<file path="src/rtl/incr_pkg.sv">
// Shared types and per-lane arithmetic for the incr_pipe datapath.
package incr_pkg;

    typedef enum logic [1:0] {
        MODE_PASS     = 2'b00,
        MODE_INC_WRAP = 2'b01,
        MODE_INC_SAT  = 2'b10,
        MODE_DEC_WRAP = 2'b11
    } incr_mode_e;

    // Widest lane the helper supports; callers zero-extend into this width (lane width < LANE_MAX_W).
    localparam int unsigned LANE_MAX_W = 256;

    typedef logic [LANE_MAX_W-1:0] lane_t;

    // Returns {ovf, r}; only the low `width` bits of r are meaningful.
    function automatic logic [LANE_MAX_W:0] incr_lane(input lane_t      d,
                                                      input lane_t      step,
                                                      input incr_mode_e mode,
                                                      input int unsigned width);
        logic [LANE_MAX_W:0] sum;
        lane_t               mask;
        lane_t               r;
        logic                carry;
        logic                ovf;
        mask  = (width >= LANE_MAX_W) ? '1 : ((lane_t'(1) << width) - lane_t'(1));
        sum   = {1'b0, d} + {1'b0, step};
        carry = |(sum & ~{1'b0, mask});
        r     = d;
        ovf   = 1'b0;
        case (mode)
            MODE_PASS: begin
                r   = d;
                ovf = 1'b0;
            end
            MODE_INC_WRAP: begin
                r   = sum[LANE_MAX_W-1:0] & mask;
                ovf = carry;
            end
            MODE_INC_SAT: begin
                r   = carry ? mask : sum[LANE_MAX_W-1:0];
                ovf = carry;
            end
            MODE_DEC_WRAP: begin
                r   = (d - step) & mask;
                ovf = (d < step);
            end
            default: begin
                r   = d;
                ovf = 1'b0;
            end
        endcase
        return {ovf, r};
    endfunction

endpackage

</file>
<file path="src/rtl/incr_pipe_if.sv">
// Beat-level handshake bundle between the stimulus side and incr_pipe.
interface incr_pipe_if #(
    parameter int unsigned WIDTH    = 70,
    parameter int unsigned CHANNELS = 3,
    parameter int unsigned DEPTH    = 2
);
    logic [1:0]                  mode;
    logic                        in_valid;
    logic                        in_ready;
    logic [CHANNELS*WIDTH-1:0]   in_data;
    logic                        out_valid;
    logic                        out_ready;
    logic [CHANNELS*WIDTH-1:0]   out_data;
    logic [CHANNELS-1:0]         out_ovf;
    logic [$clog2(DEPTH+1)-1:0]  level;
    logic                        heartbeat;

    modport master (
        output mode, in_valid, in_data, out_ready,
        input  in_ready, out_valid, out_data, out_ovf, level, heartbeat
    );

    modport slave (
        input  mode, in_valid, in_data, out_ready,
        output in_ready, out_valid, out_data, out_ovf, level, heartbeat
    );
endinterface

</file>
<file path="src/rtl/incr_fifo.sv">
// Shift-style synchronous FIFO; entry 0 is the registered head.
module incr_fifo #(
    parameter int unsigned DW    = 8,
    parameter int unsigned DEPTH = 2
) (
    input  logic                       clk,
    input  logic                       reset_l,
    input  logic                       push_i,
    input  logic [DW-1:0]              push_data_i,
    input  logic                       pop_i,
    output logic [DW-1:0]              head_o,
    output logic                       valid_o,
    output logic [$clog2(DEPTH+1)-1:0] level_o
);
    localparam int unsigned LW = $clog2(DEPTH + 1);

    logic [DEPTH-1:0][DW-1:0] mem_q, mem_d;
    logic [LW-1:0]            level_q, level_d;
    logic [LW-1:0]            wr_idx;
    logic                     shift;

    // Shift only when a younger entry exists, so an emptied FIFO keeps the last popped head.
    always_comb begin
        level_d = level_q + LW'(push_i) - LW'(pop_i);
        shift   = pop_i && (level_q > LW'(1));
        wr_idx  = level_q - LW'(pop_i);
        mem_d   = shift ? (mem_q >> DW) : mem_q;
        for (int i = 0; i < DEPTH; i++) begin
            if (push_i && (LW'(i) == wr_idx)) begin
                mem_d[i] = push_data_i;
            end
        end
    end

    always_ff @(posedge clk or negedge reset_l) begin
        if (!reset_l) begin
            mem_q   <= '0;
            level_q <= '0;
        end else begin
            mem_q   <= mem_d;
            level_q <= level_d;
        end
    end

    assign head_o  = mem_q[0];
    assign valid_o = (level_q != '0);
    assign level_o = level_q;

endmodule

</file>
<file path="src/rtl/incr_pipe.sv">
// Multi-lane increment/saturate/decrement stage with output FIFO and heartbeat.
// Optional pop statistics (xfer_cnt, ovf_cnt) when INCR_PIPE_STATS_EN is defined.
module incr_pipe
    import incr_pkg::*;
#(
    parameter int unsigned      WIDTH    = 70,
    parameter int unsigned      CHANNELS = 3,
    parameter logic [WIDTH-1:0] STEP     = WIDTH'(1),
    parameter int unsigned      DEPTH    = 2
) (
    input  logic        clk,
    input  logic        reset_l,
    incr_pipe_if.slave  bus
`ifdef INCR_PIPE_STATS_EN
    ,
    output logic [31:0] xfer_cnt,
    output logic [31:0] ovf_cnt
`endif
);
    localparam int unsigned LANE_W = WIDTH + 1;
    localparam int unsigned FIFO_W = CHANNELS * LANE_W;
    localparam int unsigned LW     = $clog2(DEPTH + 1);

    logic              push;
    logic              pop;
    logic [FIFO_W-1:0] push_data;
    logic [FIFO_W-1:0] head;
    logic              fifo_valid;
    logic [LW-1:0]     level;
    logic              hb_q, hb_d;

    // A full FIFO still accepts when its head leaves in the same cycle.
    assign pop          = fifo_valid & bus.out_ready;
    assign bus.in_ready = reset_l & ((level < LW'(DEPTH)) | pop);
    assign push         = bus.in_valid & bus.in_ready;

    for (genvar c = 0; c < CHANNELS; c++) begin : g_lane
        logic [LANE_MAX_W:0] res;
        logic                unused_hi;
        assign res = incr_lane(LANE_MAX_W'(bus.in_data[c*WIDTH +: WIDTH]),
                               LANE_MAX_W'(STEP), incr_mode_e'(bus.mode), WIDTH);
        assign unused_hi = ^res[LANE_MAX_W-1:WIDTH];
        assign push_data[c*LANE_W +: LANE_W] = {res[LANE_MAX_W], res[WIDTH-1:0]};
        assign bus.out_data[c*WIDTH +: WIDTH] = head[c*LANE_W +: WIDTH];
        assign bus.out_ovf[c]                  = head[c*LANE_W + WIDTH];
    end

    incr_fifo #(
        .DW    (FIFO_W),
        .DEPTH (DEPTH)
    ) u_fifo (
        .clk         (clk),
        .reset_l     (reset_l),
        .push_i      (push),
        .push_data_i (push_data),
        .pop_i       (pop),
        .head_o      (head),
        .valid_o     (fifo_valid),
        .level_o     (level)
    );

    assign bus.out_valid = fifo_valid;
    assign bus.level     = level;

    assign hb_d = ~hb_q;

    always_ff @(posedge clk or negedge reset_l) begin
        if (!reset_l) begin
            hb_q <= 1'b1;
        end else begin
            hb_q <= hb_d;
        end
    end

    assign bus.heartbeat = hb_q;

`ifdef INCR_PIPE_STATS_EN
    logic [31:0] xfer_q, xfer_d;
    logic [31:0] ovfc_q, ovfc_d;

    always_comb begin
        xfer_d = xfer_q;
        ovfc_d = ovfc_q;
        if (pop) begin
            xfer_d = xfer_q + 32'd1;
            if (|bus.out_ovf) begin
                ovfc_d = ovfc_q + 32'd1;
            end
        end
    end

    always_ff @(posedge clk or negedge reset_l) begin
        if (!reset_l) begin
            xfer_q <= '0;
            ovfc_q <= '0;
        end else begin
            xfer_q <= xfer_d;
            ovfc_q <= ovfc_d;
        end
    end

    assign xfer_cnt = xfer_q;
    assign ovf_cnt  = ovfc_q;
`endif

endmodule

</file>
<file path="src/flat_wrapper.sv">
// flat-port wrapper written by rule: the top's interface ports become plain ports
module incr_pipe_flat import incr_pkg::*;
#(
    parameter int unsigned      WIDTH    = 70,
    parameter int unsigned      CHANNELS = 3,
    parameter logic [WIDTH-1:0] STEP     = WIDTH'(1),
    parameter int unsigned      DEPTH    = 2
)
  (clk, reset_l, bus_mode, bus_in_valid, bus_in_data, bus_out_ready, bus_in_ready, bus_out_valid, bus_out_data, bus_out_ovf, bus_level, bus_heartbeat);
  incr_pipe_if #(.WIDTH(WIDTH), .CHANNELS(CHANNELS), .DEPTH(DEPTH)) bus_i ();
  input  logic clk;
  input  logic reset_l;
  input wire logic [$bits(bus_i.mode)-1:0] bus_mode;
  input wire logic [$bits(bus_i.in_valid)-1:0] bus_in_valid;
  input wire logic [$bits(bus_i.in_data)-1:0] bus_in_data;
  input wire logic [$bits(bus_i.out_ready)-1:0] bus_out_ready;
  output wire logic [$bits(bus_i.in_ready)-1:0] bus_in_ready;
  output wire logic [$bits(bus_i.out_valid)-1:0] bus_out_valid;
  output wire logic [$bits(bus_i.out_data)-1:0] bus_out_data;
  output wire logic [$bits(bus_i.out_ovf)-1:0] bus_out_ovf;
  output wire logic [$bits(bus_i.level)-1:0] bus_level;
  output wire logic [$bits(bus_i.heartbeat)-1:0] bus_heartbeat;
  assign bus_i.mode = bus_mode;
  assign bus_i.in_valid = bus_in_valid;
  assign bus_i.in_data = bus_in_data;
  assign bus_i.out_ready = bus_out_ready;
  assign bus_in_ready = bus_i.in_ready;
  assign bus_out_valid = bus_i.out_valid;
  assign bus_out_data = bus_i.out_data;
  assign bus_out_ovf = bus_i.out_ovf;
  assign bus_level = bus_i.level;
  assign bus_heartbeat = bus_i.heartbeat;
  incr_pipe #(.WIDTH(WIDTH), .CHANNELS(CHANNELS), .STEP(STEP), .DEPTH(DEPTH)) u_core (.clk(clk), .reset_l(reset_l), .bus(bus_i));
endmodule
</file>
<file path="config.mk">
export PLATFORM = sky130hd
export DESIGN_NAME = incr_pipe_flat
export DESIGN_NICKNAME = d
export VERILOG_FILES = /design/src/rtl/incr_pkg.sv /design/src/rtl/incr_pipe_if.sv /design/src/rtl/incr_fifo.sv /design/src/rtl/incr_pipe.sv /design/src/flat_wrapper.sv
export SDC_FILE = /design/constraint.sdc
export NUM_CORES = 1
export LEC_CHECK = 0
export CAP_MARGIN = 10
export CORE_AREA = 2 2 207 311
export CTS_BUF_LIST = sky130_fd_sc_hd__clkbuf_16
export DETAILED_ROUTE_END_ITERATION = 10
export DIE_AREA = 0 0 209 313
export PLACE_DENSITY = 0.79
export SYNTH_ARGS = -nofsm -noshare
export SYNTH_HDL_FRONTEND = slang
export SYNTH_SLANG_ARGS = --single-unit
</file>
<file path="constraint.sdc">
create_clock -name clk -period 5.7 [get_ports clk]
set_input_delay 1.14 -clock clk [delete_from_list [all_inputs] [get_ports clk]]
set_output_delay 1.14 -clock clk [all_outputs]
set_load 0.1 [all_outputs]
</file>
==> impl_metrics.sql <==
INSERT INTO impl_metrics (metric_group, metric, value, unit) VALUES
('grt', 'grt.busiest_layer', 'met2', ''),
('hold_path', 'worstHoldPathType', 'in2async', ''),
('floorplan', 'die_width', '209', 'µm'),
('grt', 'grt.overflow.total', '0', ''),
('placed_design', 'post_dp_cell_area', '0.0374', 'mm²'),
('floorplan', 'die-area', '0.0654', 'mm²'),
('logic_synthesis', 'ys_async_rst_share', '100', '%'),
('logic_synthesis', 'syn_nets', '4939', ''),
('logic_synthesis', 'synthDistinctLibCells', '87', ''),
('worst_setup_path', 'worst_setup_path_start_kind', 'input pin', ''),
('sta', 'post_route_clock_skew', '0.0244', 'ns'),
('route', 'drcViolationCount', '0', ''),
('grt', 'grt_util_met1', '48.1', '%'),
('clock_tree', 'clk_path_buf_depth', '3', ''),
('placed_design', 'place.detailed.instances', '5404', ''),
('clock_tree', 'clock-sinks', '429', ''),
('worst_setup_path', 'cp_cell_sequence', 'clkdlybuf4s50_1, nor4_1, nand3b_1, nor4_4, nand2_1, or4b_1, nand3_1, nand3_1, a21o_1', ''),
('route', 'routed_via_density', '6.73', ''),
('sta', 'clock.fmax', '0.224', 'GHz'),
('grt', 'groute.layer.met3.usage', '8.64', '%'),
('power', 'power_density', '434', 'mW/mm²'),
('clock_tree', 'cts_buffers', '44', ''),
('worst_setup_path', 'critPathSlowestCell', 'nor4_1', ''),
('power', 'power.net_switching', '8.88', 'mW'),
('sta', 'grt_setup_unrepaired', 'false', ''),
('worst_setup_path', 'cp_top_family', 'simple AND/OR/NAND/NOR gates', ''),
('clock_tree', 'tritoncts', 'built', ''),
('sta', 'timing.final.setup_violations', '0', ''),
('route', 'first_pass_iters', '6', ''),
('worst_setup_path', 'critPathCaptureType', 'flip-flop', ''),
('sta', 'timing.final.hold_violations', '0', ''),
('logic_synthesis', 'postSynthRegisterBits', '429', ''),
('power', 'leakage', '15.1', 'nW'),
('grt', 'track_usage', '39.5', '%'),
('worst_setup_path', 'critPathRequiredTime', '6.19', 'ns'),
('grt', 'first_global_vias', '34400', ''),
('power', 'power_frac_clock', '16.9', '%'),
('power', 'p_sw_share', '52.7', '%'),
('layout', 'post-route-util', '61.6', '%'),
('worst_setup_path', 'cpMostUsedCell', 'nand3_1', ''),
('worst_setup_path', 'worstSetupPathType', 'in2reg', ''),
('route', 'wl_per_cell', '24.4', 'µm'),
('logic_synthesis', 'synth_sequential_area_ratio', '31.4', '%'),
('sta', 'fin_setup_tns', '0', 'ns'),
('logic_synthesis', 'dominantRegCellSynth', 'dfrtp_1', ''),
('logic_synthesis', 'synth.avg_cell_area', '7.25', 'µm²'),
('layout', 'multi_input_comb_area', '0.0200', 'mm²'),
('route', 'drtIter0Drc', '4330', ''),
('power', 'vdd_drop_max', '633', 'µV'),
('clock_tree', 'cts_root_buffer', 'clkbuf_16', ''),
('floorplan', 'io-pin-count', '434', ''),
('flow_run', 'max_cap_violations', '0', ''),
('floorplan', 'die_h', '313', 'µm'),
('route', 'totalWireLength', '134', 'mm'),
('clock_tree', 'post_cts_buffers', '0', ''),
('grt', 'antenna_violations_before_repair', '19', ''),
('route', 'vias', '37000', ''),
('placed_design', 'gpl.final_weighted_congestion', '1.05', ''),
('clock_tree', 'cts-htree-levels', '2', ''),
('worst_setup_path', 'worstPathArrival', '4.95', 'ns'),
('floorplan', 'floorplan.initialDensity', '54.3', '%'),
('clock_tree', 'clk-insertion-delay-late', '0.62', 'ns'),
('grt', 'grt_start_max_net_pins', '157', ''),
('logic_synthesis', 'mappedNetlistArea', '0.0341', 'mm²'),
('clock_tree', 'post_cts.resized_instances', '0', ''),
('outcome', 'status', 'complete, no violations', ''),
('grt', 'met2_usage', '64.6', '%'),
('power', 'sequentialPowerShare', '28.4', '%'),
('layout', 'layout.area.seq', '0.0107', 'mm²'),
('worst_setup_path', 'critical-path-max-stage-delay', '0.79', 'ns'),
('layout', 'final_net_count', '4874', '');
[path summary, 6_finish.rpt]
check | endpoint | depth (start not counted) | start | slack [ns]
max in group asynchronous | u_core.u_fifo.mem_q[328] | 3 | reset_l | 3.39
hold reg to reg | u_core.bus.heartbeat | 1 | u_core.bus.heartbeat | 0.44
hold / removal | u_core.u_fifo.head_o[187] | 1 | reset_l | 0.42
min in group clk | u_core.bus.heartbeat | 1 | u_core.bus.heartbeat | 0.44
setup / recovery | u_core.u_fifo.head_o[46] | 9 | bus_in_data[2] | 1.24
setup reg to reg | u_core.u_fifo.head_o[173] | 9 | u_core.u_fifo.level_o[1] | 2.49
[power by group through the flow]
| stage | combinational (mW) | sequential, mW | clock (mW) |
|---|---|---|---|
| after floorplan | 7.64 | 4.59 | 0 |
| after CTS | 9.18 | 4.77 | 2.88 |
| final | 9.21 | 4.78 | 2.84 |
| after global routing | 9.67 | 4.88 | 2.98 |
| after global placement | 9.05 | 4.78 | 0 |
| after detailed placement | 9.14 | 4.80 | 0 |
[cell usage in the layout, fill, tap and decap left out, types with 96 or more instances in the layout]
master,instances
nor3_1,170
dfrtp_1,428
clkdlybuf4s50_1,427
a21oi_1,383
and3_1,188
o21ai_0,353
nand4_1,96
nand3_1,295
nand2_1,722
buf_4,113
nor4_1,105
nor2_1,297
a31oi_1,96
[worst reg2reg max path: stages (launching register included)]
cell and delay, ns:
dfrtp_1 0.47, or2_2 0.34, and2_1 0.19, ha_1 0.19, o21ai_0 0.14, and3_1 0.36, nand2_4 0.41, buf_4 0.47
or3_1 0.47, o21ai_0 0.09
[cells in the mapped netlist (13+ instances only)]
library cell | instances | area, µm²
a211oi_1 | 36 | 270
a21o_1 | 43 | 323
a21oi_1 | 383 | 1920
a221oi_1 | 20 | 175
a22o_1 | 14 | 123
a22oi_1 | 16 | 120
a31oi_1 | 96 | 601
a41oi_1 | 14 | 123
and2_1 | 32 | 200
and3_1 | 188 | 1180
and4_1 | 30 | 263
buf_1 | 35 | 131
buf_2 | 13 | 65.1
buf_4 | 215 | 1610
clkbuf_1 | 400 | 1500
dfrtp_1 | 428 | 10700
ha_1 | 13 | 163
inv_1 | 45 | 169
mux2_2 | 18 | 203
mux2i_1 | 38 | 380
nand2_1 | 724 | 2720
nand2b_1 | 16 | 100
nand3_1 | 295 | 1480
nand4_1 | 96 | 601
nor2_1 | 299 | 1120
nor3_1 | 173 | 866
nor4_1 | 106 | 663
o211ai_1 | 35 | 263
o21a_1 | 36 | 270
o21ai_0 | 353 | 1770
o22ai_1 | 33 | 206
o31ai_1 | 35 | 263
o41ai_1 | 13 | 114
or2_2 | 24 | 150
or3_1 | 57 | 357
or4_1 | 43 | 323
xnor2_1 | 53 | 464
xor2_1 | 47 | 412
[area by class of cell]
type,instances,share of cell area (%)
Antenna cell,11,0.0710
Clock buffer,45,2.91
Clock inverter,32,0.571
Inverter,45,0.445
Multi-Input combinational cell,3567,51.6
Sequential cell,429,27.7
Tap cell,805,2.60
Timing Repair Buffer,558,14.1
[registers in the layout (all words and copies together) (netlist names)]
register	count
u_core.bus.heartbeat	1
u_core.u_fifo.level_o	2
u_core.u_fifo.head_o	213
u_core.u_fifo.mem_q	213
[routing by layer]
metal,routed length (µm),part of all wire (%)
met1,50500,38
met2,63000,47
met3,12200,9.1
met4,7990,6.0
met5,100,0.075
[logic make-up after synthesis]
family                     after synthesis  share of synthesized area, %
AOI/OAI and AO/OA                     1256                          22.5
xor gates and xnor gates               100                          2.56
adders and majority gates               13                         0.476
buffers and inverters                  714                          10.3
DFF                                    429                          31.4
muxes                                   56                          1.71
and+or+nand+nor                       2142                          31.0
Note: power is estimated with default switching activity, not from simulation.
